`config.mk`:
```
export PLATFORM = sky130hd
export DESIGN_NAME = regfile_write_arbiter_flat
export DESIGN_NICKNAME = d
export VERILOG_FILES = /design/src/rtl/regfile_write_arbiter_if.sv /design/src/rtl/regfile_write_arbiter.sv /design/src/flat_wrapper.sv
export SDC_FILE = /design/constraint.sdc
export NUM_CORES = 1
export LEC_CHECK = 0
export CAP_MARGIN = 20
export CORE_AREA = 8 8 92 94
export CTS_CLUSTER_SIZE = 10
export DETAILED_ROUTE_END_ITERATION = 10
export DIE_AREA = 0 0 100 102
export PLACE_DENSITY = 0.81
export SYNTH_ARGS = -nofsm -noshare
export SYNTH_HDL_FRONTEND = slang
export SYNTH_SLANG_ARGS = --single-unit
export TNS_END_PERCENT = 100
```
`constraint.sdc`:
```
create_clock -name i_Clk -period 2.5 [get_ports i_Clk]
set_input_delay 0.375 -clock i_Clk [delete_from_list [all_inputs] [get_ports i_Clk]]
set_output_delay 0.375 -clock i_Clk [all_outputs]
set_load 0.02 [all_outputs]
```
`src/rtl/regfile_write_arbiter_if.sv`:
```
// Write-request and register-file-command bundle for regfile_write_arbiter.
// slave = arbiter side, master = requesters / register file side.
interface regfile_write_arbiter_if #(
   parameter int DATA_W = 32,
   parameter int ADDR_W = 5,
   parameter int CNT_W  = 16
);
   logic              i_Valid0;
   logic [ADDR_W-1:0] i_Addr0;
   logic [DATA_W-1:0] i_Data0;
   logic              o_Ready0;
   logic              i_Valid1;
   logic [ADDR_W-1:0] i_Addr1;
   logic [DATA_W-1:0] i_Data1;
   logic              o_Ready1;
   logic              o_RegWrite;
   logic [ADDR_W-1:0] o_WriteAddr;
   logic [DATA_W-1:0] o_WriteData;
   logic [CNT_W-1:0]  o_Conflicts;

   modport slave (
      input  i_Valid0, i_Addr0, i_Data0, i_Valid1, i_Addr1, i_Data1,
      output o_Ready0, o_Ready1, o_RegWrite, o_WriteAddr, o_WriteData, o_Conflicts
   );

   modport master (
      output i_Valid0, i_Addr0, i_Data0, i_Valid1, i_Addr1, i_Data1,
      input  o_Ready0, o_Ready1, o_RegWrite, o_WriteAddr, o_WriteData, o_Conflicts
   );
endinterface

```
`src/rtl/regfile_write_arbiter.sv`:
```
// Two-port arbiter for the register file write port with $0 suppression and conflict counter.
// RFARB_ROUND_ROBIN_EN selects round-robin tie-break; default is fixed priority with starvation guard.
module regfile_write_arbiter #(
   parameter int DATA_W       = 32,
   parameter int ADDR_W       = 5,
   parameter int STARVE_LIMIT = 4,
   parameter int CNT_W        = 16
) (
   input  logic                  i_Clk,
   input  logic                  i_Rst_n,
   regfile_write_arbiter_if.slave bus
);

   logic              grant0, grant1, xfer, prefer1;
   logic [ADDR_W-1:0] win_addr;
   logic [DATA_W-1:0] win_data;

   logic              regwrite_q, regwrite_d;
   logic [ADDR_W-1:0] waddr_q, waddr_d;
   logic [DATA_W-1:0] wdata_q, wdata_d;
   logic [CNT_W-1:0]  conf_q, conf_d;

`ifdef RFARB_ROUND_ROBIN_EN
   logic rr_q, rr_d;
`else
   logic [3:0] starve_q, starve_d;
`endif

   always_comb begin
`ifdef RFARB_ROUND_ROBIN_EN
      prefer1 = rr_q;
`else
      prefer1 = (starve_q == 4'(STARVE_LIMIT));
`endif
      // Readies are forced low while reset is asserted so nothing transfers during reset.
      grant1   = i_Rst_n && bus.i_Valid1 && (!bus.i_Valid0 || prefer1);
      grant0   = i_Rst_n && bus.i_Valid0 && !grant1;
      xfer     = grant0 || grant1;
      win_addr = grant1 ? bus.i_Addr1 : bus.i_Addr0;
      win_data = grant1 ? bus.i_Data1 : bus.i_Data0;

      regwrite_d = xfer && (win_addr != '0);
      waddr_d    = xfer ? win_addr : waddr_q;
      wdata_d    = xfer ? win_data : wdata_q;

      conf_d = conf_q;
      if (bus.i_Valid0 && bus.i_Valid1 && (conf_q != '1))
         conf_d = conf_q + CNT_W'(1);

`ifdef RFARB_ROUND_ROBIN_EN
      rr_d = xfer ? grant0 : rr_q;
`else
      starve_d = 4'd0;
      if (bus.i_Valid1 && !grant1)
         starve_d = (starve_q == 4'(STARVE_LIMIT)) ? starve_q : starve_q + 4'd1;
`endif
   end

   always_ff @(posedge i_Clk or negedge i_Rst_n) begin
      if (!i_Rst_n) begin
         regwrite_q <= 1'b0;
         waddr_q    <= '0;
         wdata_q    <= '0;
         conf_q     <= '0;
`ifdef RFARB_ROUND_ROBIN_EN
         rr_q       <= 1'b0;
`else
         starve_q   <= 4'd0;
`endif
      end else begin
         regwrite_q <= regwrite_d;
         waddr_q    <= waddr_d;
         wdata_q    <= wdata_d;
         conf_q     <= conf_d;
`ifdef RFARB_ROUND_ROBIN_EN
         rr_q       <= rr_d;
`else
         starve_q   <= starve_d;
`endif
      end
   end

   assign bus.o_Ready0    = grant0;
   assign bus.o_Ready1    = grant1;
   assign bus.o_RegWrite  = regwrite_q;
   assign bus.o_WriteAddr = waddr_q;
   assign bus.o_WriteData = wdata_q;
   assign bus.o_Conflicts = conf_q;

endmodule

```
`src/flat_wrapper.sv`:
```
// flat-port wrapper written by rule: the top's interface ports become plain ports
module regfile_write_arbiter_flat 
#(
   parameter int DATA_W       = 32,
   parameter int ADDR_W       = 5,
   parameter int STARVE_LIMIT = 4,
   parameter int CNT_W        = 16
)
  (i_Clk, i_Rst_n, bus_i_Valid0, bus_i_Addr0, bus_i_Data0, bus_i_Valid1, bus_i_Addr1, bus_i_Data1, bus_o_Ready0, bus_o_Ready1, bus_o_RegWrite, bus_o_WriteAddr, bus_o_WriteData, bus_o_Conflicts);
  regfile_write_arbiter_if #(.DATA_W(DATA_W), .ADDR_W(ADDR_W), .CNT_W(CNT_W)) bus_i ();
  input  logic i_Clk;
  input  logic i_Rst_n;
  input wire logic [$bits(bus_i.i_Valid0)-1:0] bus_i_Valid0;
  input wire logic [$bits(bus_i.i_Addr0)-1:0] bus_i_Addr0;
  input wire logic [$bits(bus_i.i_Data0)-1:0] bus_i_Data0;
  input wire logic [$bits(bus_i.i_Valid1)-1:0] bus_i_Valid1;
  input wire logic [$bits(bus_i.i_Addr1)-1:0] bus_i_Addr1;
  input wire logic [$bits(bus_i.i_Data1)-1:0] bus_i_Data1;
  output wire logic [$bits(bus_i.o_Ready0)-1:0] bus_o_Ready0;
  output wire logic [$bits(bus_i.o_Ready1)-1:0] bus_o_Ready1;
  output wire logic [$bits(bus_i.o_RegWrite)-1:0] bus_o_RegWrite;
  output wire logic [$bits(bus_i.o_WriteAddr)-1:0] bus_o_WriteAddr;
  output wire logic [$bits(bus_i.o_WriteData)-1:0] bus_o_WriteData;
  output wire logic [$bits(bus_i.o_Conflicts)-1:0] bus_o_Conflicts;
  assign bus_i.i_Valid0 = bus_i_Valid0;
  assign bus_i.i_Addr0 = bus_i_Addr0;
  assign bus_i.i_Data0 = bus_i_Data0;
  assign bus_i.i_Valid1 = bus_i_Valid1;
  assign bus_i.i_Addr1 = bus_i_Addr1;
  assign bus_i.i_Data1 = bus_i_Data1;
  assign bus_o_Ready0 = bus_i.o_Ready0;
  assign bus_o_Ready1 = bus_i.o_Ready1;
  assign bus_o_RegWrite = bus_i.o_RegWrite;
  assign bus_o_WriteAddr = bus_i.o_WriteAddr;
  assign bus_o_WriteData = bus_i.o_WriteData;
  assign bus_o_Conflicts = bus_i.o_Conflicts;
  regfile_write_arbiter #(.DATA_W(DATA_W), .ADDR_W(ADDR_W), .STARVE_LIMIT(STARVE_LIMIT), .CNT_W(CNT_W)) u_core (.i_Clk(i_Clk), .i_Rst_n(i_Rst_n), .bus(bus_i));
endmodule
```
======== Word level (Yosys, flattened, before mapping) ========
Cells that the tools add are included.
Widths: inputs -> output; s select.
storage, ports and cells
  register bits ........................... 58
  latch bits .............................. 0
  bits in writable memories ............... 0
  bits in read-only memories .............. 0
  input port bits ......................... 78
  output and inout bits ................... 56
  word-level logic and storage cells ...... 27
  memories kept ........................... 0
cells by class
  $add $sub $neg .......................... 2
  $mul .................................... 0
  divide/modulo/power cells ............... 0
  order comparisons ....................... 0
  equal/unequal tests ..................... 3
  shifts and indexed selects .............. 0
  multiplexer cells ....................... 4
  bitwise operators ....................... 0
  reduce and logical (&&, ||, !) cells .... 13
operators with widths
  cell                   number
  $mux 32                1
  $add 16x1->16 const B  1
  $ne 16x16->1 const B   1
  $logic_and 1x1->1      8
  $mux 4                 2
  $mux 5                 1
  $reduce_bool 5->1      1
  $add 4x1->4 const B    1
  $eq 4x3->1 const B     1
  $logic_not 1->1        2
  $logic_or 1x1->1       2
  $ne 2x2->1 const B     1

======== Longest topological paths before layout ========
  depth in word-level cells ............... 7
  depth in mapped cells ................... 8
  depth with buffers taken out ............ 7

======== Least setup slack after synthesis ========
No wires, ideal clock.
  path kind ............................... register to output
  start point ............................. reg u_core.starve_q[0]
  end point ............................... out bus_o_Ready0
  arrival ................................. 1600 ps
  data required time ...................... 2125 ps
  slack ................................... 525 ps
  stages on the path, launching flop included .. 8
  buffers on the path ..................... 2
  cell sequence ........................... dfrtp_1 inv_1 ha_1 nand3b_1 a21o_1 buf_2 buf_2 and3_1
on the way
  longest elaborated chain between the ends .. 5
ends and longest elaborated chain
  element                   RTL line                     source
  start: declaration        regfile_write_arbiter.sv:26  logic [3:0] starve_q, starve_d;
  start signal: assignment  regfile_write_arbiter.sv:78  starve_q <= starve_d;
  $eq 4x3->1                regfile_write_arbiter.sv:33  prefer1 = (starve_q == 4'(STARVE_LIMIT));
  $logic_or 1x1->1          regfile_write_arbiter.sv:36  grant1 = i_Rst_n && bus.i_Valid1 && (!bus.i_Valid0 || prefer1);
  $logic_and 1x1->1         regfile_write_arbiter.sv:36
  $logic_not 1->1           regfile_write_arbiter.sv:37  grant0 = i_Rst_n && bus.i_Valid0 && !grant1;
  $logic_and 1x1->1         regfile_write_arbiter.sv:37
  end: declaration          flat_wrapper.sv:19           output wire logic [$bits(bus_i.o_Ready0)-1:0] bus_o_Ready0;
No other way between the ends.

======== Worst setup path in the final report ========
Ends and elaborated chain as after synthesis.

==> results.md <==
Setup path:
- The category of the worst setup path capture point is an output port.
- In this design, the largest share of critical-path delay is due to flip-flops.
- The standard cell with the maximum stage delay on the critical path is sky130_fd_sc_hd__dfrtp_1.
- The last element of the critical path is bus_o_Ready0.
- The largest single stage delay on the critical path is 0.42 ns.
- The setup slack of the worst register-to-register path is 0.49 ns.
- The startpoint of the worst-slack reg-to-reg timing path is u_core.starve_q[0]$_DFFE_PN0P_.
- Walking the worst path, the cells encountered are inv_1 > ha_1 > nand3b_1 > a21o_1 > and3_1 > dlygate4sd2_1.
- The endpoint of the worst register-to-register path is u_core.bus.o_WriteData[3]$_DFFE_PN0P_.
- Counting cells, the worst reg-to-reg path comes to 8.
- The critical path is of the reg -> out type.
- The critical path starts at u_core.starve_q[0]$_DFFE_PN0P_.
- The buffers plus inverters on the worst setup path is 2.
- The critical path startpoint category is a flop.
- In this run the worst path has a maximum fanout of 5.
- STA puts the critical path data required time at 2.12 ns.
- The path length in cells of the critical path is 6.
- For the worst setup path, the data arrival time is 1.98 ns.

Global routing:
- Across every metal layer, demand over resource in global routing totals 16.9%.
- The overflow left after global routing is 0.
- The via count of the first global-routing pass is 2840.
- The global-route wire length before repair is 13700 um.
- Entering global routing, the biggest net connects 76 pins.
- Global routing used 18.0% of the available met1 tracks.
- The global routing stage identified its most utilized layer as met2.
- The met2 demand-to-capacity share in global routing is 28.8%.
- The initial antenna violation count is 0.
- The met3 capacity usage during global routing is 7.29%.

STA:
- Setup repair after global routing left no endpoint under its margin.
- The achievable clock frequency is 425 MHz.
- The total negative setup slack is 0 ns.
- Clock skew on the completed layout was measured at 0.00826 ns.
- The number of max-slew violations in the final report is 0.
- Subtracting the final worst setup slack from the clock period gives 2.35 ns.
- The relative slew slack is 58.1%.
- After layout, the worst path uses 94.0% of the clock period.
- Setup slack on the critical path of the routed design comes to 0.149 ns.
- Setup violations remaining at the end of the flow were counted as 0.
- The number of endpoints with negative hold slack in the final report is 0.
- At the pin with the least slew margin, the transition time is 0.629 ns.

Clocking:
- The clock transition at the registers of the reported paths is 0.06 ns.
- For this design, the sink count on the clock tree is 58.
- After clock tree synthesis, the setup repair step added 0 buffers.
- The longest clock path from root to sink contains 2 buffers.
- Buffers inserted during clock tree synthesis total 9.
- The clock tree from TritonCTS is done.
- The root buffer cell chosen for the clock tree is sky130_fd_sc_hd__clkbuf_8.
- The clock latency on the worst-skew pair is 0.33 ns.
- The CTS H-tree depth is 3.

Routing:
- In the final routed layout, each cell accounts on average for 15.5 um.
- For this run, the detailed router's first-pass iteration total came to 4.
- The wire length after detailed routing is 8420 um.
- The DRC violation total after the first TritonRoute iteration is 99.
- Once detail routing completed, the nets flagged for antenna violations numbered 0.
- For this run, design rule violations remaining after detail routing come to 0.
- The via count normalized by instance count is 4.93.
- The final route contains 2680 vias.

Hold path:
- The worst min-delay path class is in -> async.

Synthesis:
- The Yosys step of the flow raised 0 warnings.
- Counting flops with an async set or reset pin after synthesis yields a share of 100%.
- The most used standard cell by instance count after synthesis is sky130_fd_sc_hd__nand2_1.
- The biggest area contributor in the post-synthesis netlist is sky130_fd_sc_hd__dfrtp_1.
- The sequential fraction of the synthesis area is 53.0%.
- The fraction of post-synthesis cell area in the top cell type by area is 53.0%.
- The combined area of all synthesized cells is 2740 um2.
- Each instance of the synthesized netlist takes up on average 8.95 um2.
- The synthesized design contains 0 enable-type register cells.
- The most instantiated flip-flop cell in the synthesis netlist is sky130_fd_sc_hd__dfrtp_1.
- The count of different cell masters after synthesis is 32.
- Ranked by total cell area, the synthesized netlist is headed by sky130_fd_sc_hd__dfrtp_1, sky130_fd_sc_hd__nand2_1, sky130_fd_sc_hd__a31oi_1.
- The synthesized netlist cell count is 306.
- Synthesis produced a netlist with a net count of 387.
- The post-synthesis sequential element count is 58.
- Counting instances in the post-synthesis netlist gives the leading cell types as sky130_fd_sc_hd__nand2_1, sky130_fd_sc_hd__dfrtp_1, sky130_fd_sc_hd__nor2_1.

Outcome:
- The run finished with clean final reports.

Place:
- The post-place instance area is 4170 um2.
- The worst setup slack before clock tree synthesis is 0.257 ns.
- The number of placed instances, taps included, is 527.
- Routability-driven placement finished with a final weighted congestion of 0.808.
- Detailed placement finished with a half-perimeter wire length of 6290 um.
- In this run the tool buffered the top-level ports with 133 buffer cells.

Layout:
- The fill cell instance count of the final layout is 613.
- The post-synthesis to final-layout area growth is 61.2%.
- In the final design database the tool counted 521 nets.
- 0 antenna diodes ended up in the layout.
- The final cell count without fillers is 544.
- Of the cells placed in the final design, the portion with a size suffix greater than 1 is 6.97%.
- The cell area after layout is 4410 um2.

Die:
- The number of I/O pins is 134.
- The floorplan has 31 rows.
- From left edge to right edge, the die measures 100 um.
- The starting utilization of the core area is 38.8%.
- The die is 102 um tall.
- The area enclosed by the die boundary is 10200 um2.
- The core area is 7060 um2.

Pwr:
- Power spread over the standard cell area amounts to 709 nW/um2.
- The leakage power summed over all cells is 1.88 nW.
- Summing internal, switching and leakage power gives 3.13 mW.
- Across the VDD grid, the largest voltage drop is 324 uV.

Job:
- The number of maximum-capacitance violations is 0.
sequential cells by signal, summed over array words and instances, names as in the netlist:
signal                  cells
u_core.bus.o_WriteAddr      5
u_core.bus.o_RegWrite       1
u_core.bus.o_WriteData     32
u_core.bus.o_Conflicts     16
u_core.starve_q             4
cell type report:
cell class	instances	area [um2]	share of cell area, %
multi-input cells	227	1200	27.2
well taps	99	124	2.81
repair buffers	139	1380	31.3
clock inverters	5	103	2.32
flip-flops and latches	58	1450	32.9
clock buffers	11	131	2.98
inverters	5	18.8	0.425
layout by cell type (no fill, tap or decap), types with 2 or more instances in the layout:
master,synthesis,layout
sky130_fd_sc_hd__dfrtp_1,58,58
sky130_fd_sc_hd__buf_4,0,4
sky130_fd_sc_hd__nor4_1,2,2
sky130_fd_sc_hd__ha_1,3,3
sky130_fd_sc_hd__clkdlybuf4s50_1,0,130
sky130_fd_sc_hd__nand2_1,81,81
sky130_fd_sc_hd__nand4_2,2,2
sky130_fd_sc_hd__and3_1,2,2
sky130_fd_sc_hd__a21oi_1,5,5
sky130_fd_sc_hd__inv_1,5,5
sky130_fd_sc_hd__dlygate4sd2_1,0,2
sky130_fd_sc_hd__nor2_1,47,47
sky130_fd_sc_hd__a31oi_1,39,39
sky130_fd_sc_hd__nand4_1,2,2
sky130_fd_sc_hd__clkbuf_1,6,2
sky130_fd_sc_hd__nor3_1,8,8
sky130_fd_sc_hd__clkbuf_8,0,9
sky130_fd_sc_hd__mux2_2,3,3
sky130_fd_sc_hd__xnor2_1,4,4
sky130_fd_sc_hd__xor2_1,8,8
sky130_fd_sc_hd__nand3_1,8,8
sky130_fd_sc_hd__bufinv_16,0,3
power by group:
group,leakage [nW],internal (mW),switching [mW]
clock,0.114,0.661,0.372
combinational,1.08,0.447,0.435
sequential,0.683,1.08,0.137
metal layers:
metal | wire (um) | part of all wire [%]
met1 | 3220 | 38
met2 | 4170 | 50
met3 | 894 | 11
met4 | 129 | 1.5
met5 | 0 | 0
logic make-up after synthesis:
kind of cell	synth area share, %
AND/OR/NAND/NOR	26.4
XOR/XNOR	3.84
AO/OA/AOI/OAI	11.0
multiplexers	1.23
buffers and inverters	3.15
flip-flops	53.0
adder cells (fa/ha/maj)	1.37
metrics by stage:
step,hold WS (ns),util [%]
3_3_place_gp,0.247,59.1
3_5_place_dp,0.250,59.1
5_1_grt,0.451,62.5
2_1_floorplan,0.0794,-
4_1_cts,0.436,62.5
6_report,0.439,62.5
repair_timing:
item                                   CTS  global route
setup endpoints to repair                2             0
endpoints found under the hold margin    8             0
gates resized for setup                  2             0
hold buffers                             1             0
worst min-delay path by stage:
stage,startpoint,to,slack (ns),cells after the start
2_1_floorplan,i_Rst_n,u_core.bus.o_Conflicts[0]$_DFFE_PN0P_,0.08,0
3_3_place_gp,i_Rst_n,u_core.bus.o_Conflicts[11]$_DFFE_PN0P_,0.25,1
3_5_place_dp,i_Rst_n,u_core.bus.o_Conflicts[11]$_DFFE_PN0P_,0.25,1
4_1_cts,i_Rst_n,u_core.bus.o_Conflicts[12]$_DFFE_PN0P_,0.44,2
5_1_grt,i_Rst_n,u_core.bus.o_Conflicts[12]$_DFFE_PN0P_,0.45,2
6_report,i_Rst_n,u_core.bus.o_Conflicts[12]$_DFFE_PN0P_,0.44,2
worst register-to-register path, cell delays in order, from the launching register on:
cell                       delay, ns
sky130_fd_sc_hd__dfrtp_1        0.42
sky130_fd_sc_hd__inv_1          0.09
sky130_fd_sc_hd__ha_1           0.16
sky130_fd_sc_hd__nand3b_1       0.21
sky130_fd_sc_hd__a21o_1         0.27
sky130_fd_sc_hd__inv_1          0.09
sky130_fd_sc_hd__buf_4          0.37
sky130_fd_sc_hd__nand2_1        0.11
sky130_fd_sc_hd__a31oi_1        0.21
(Power assumes the default switching activity.)
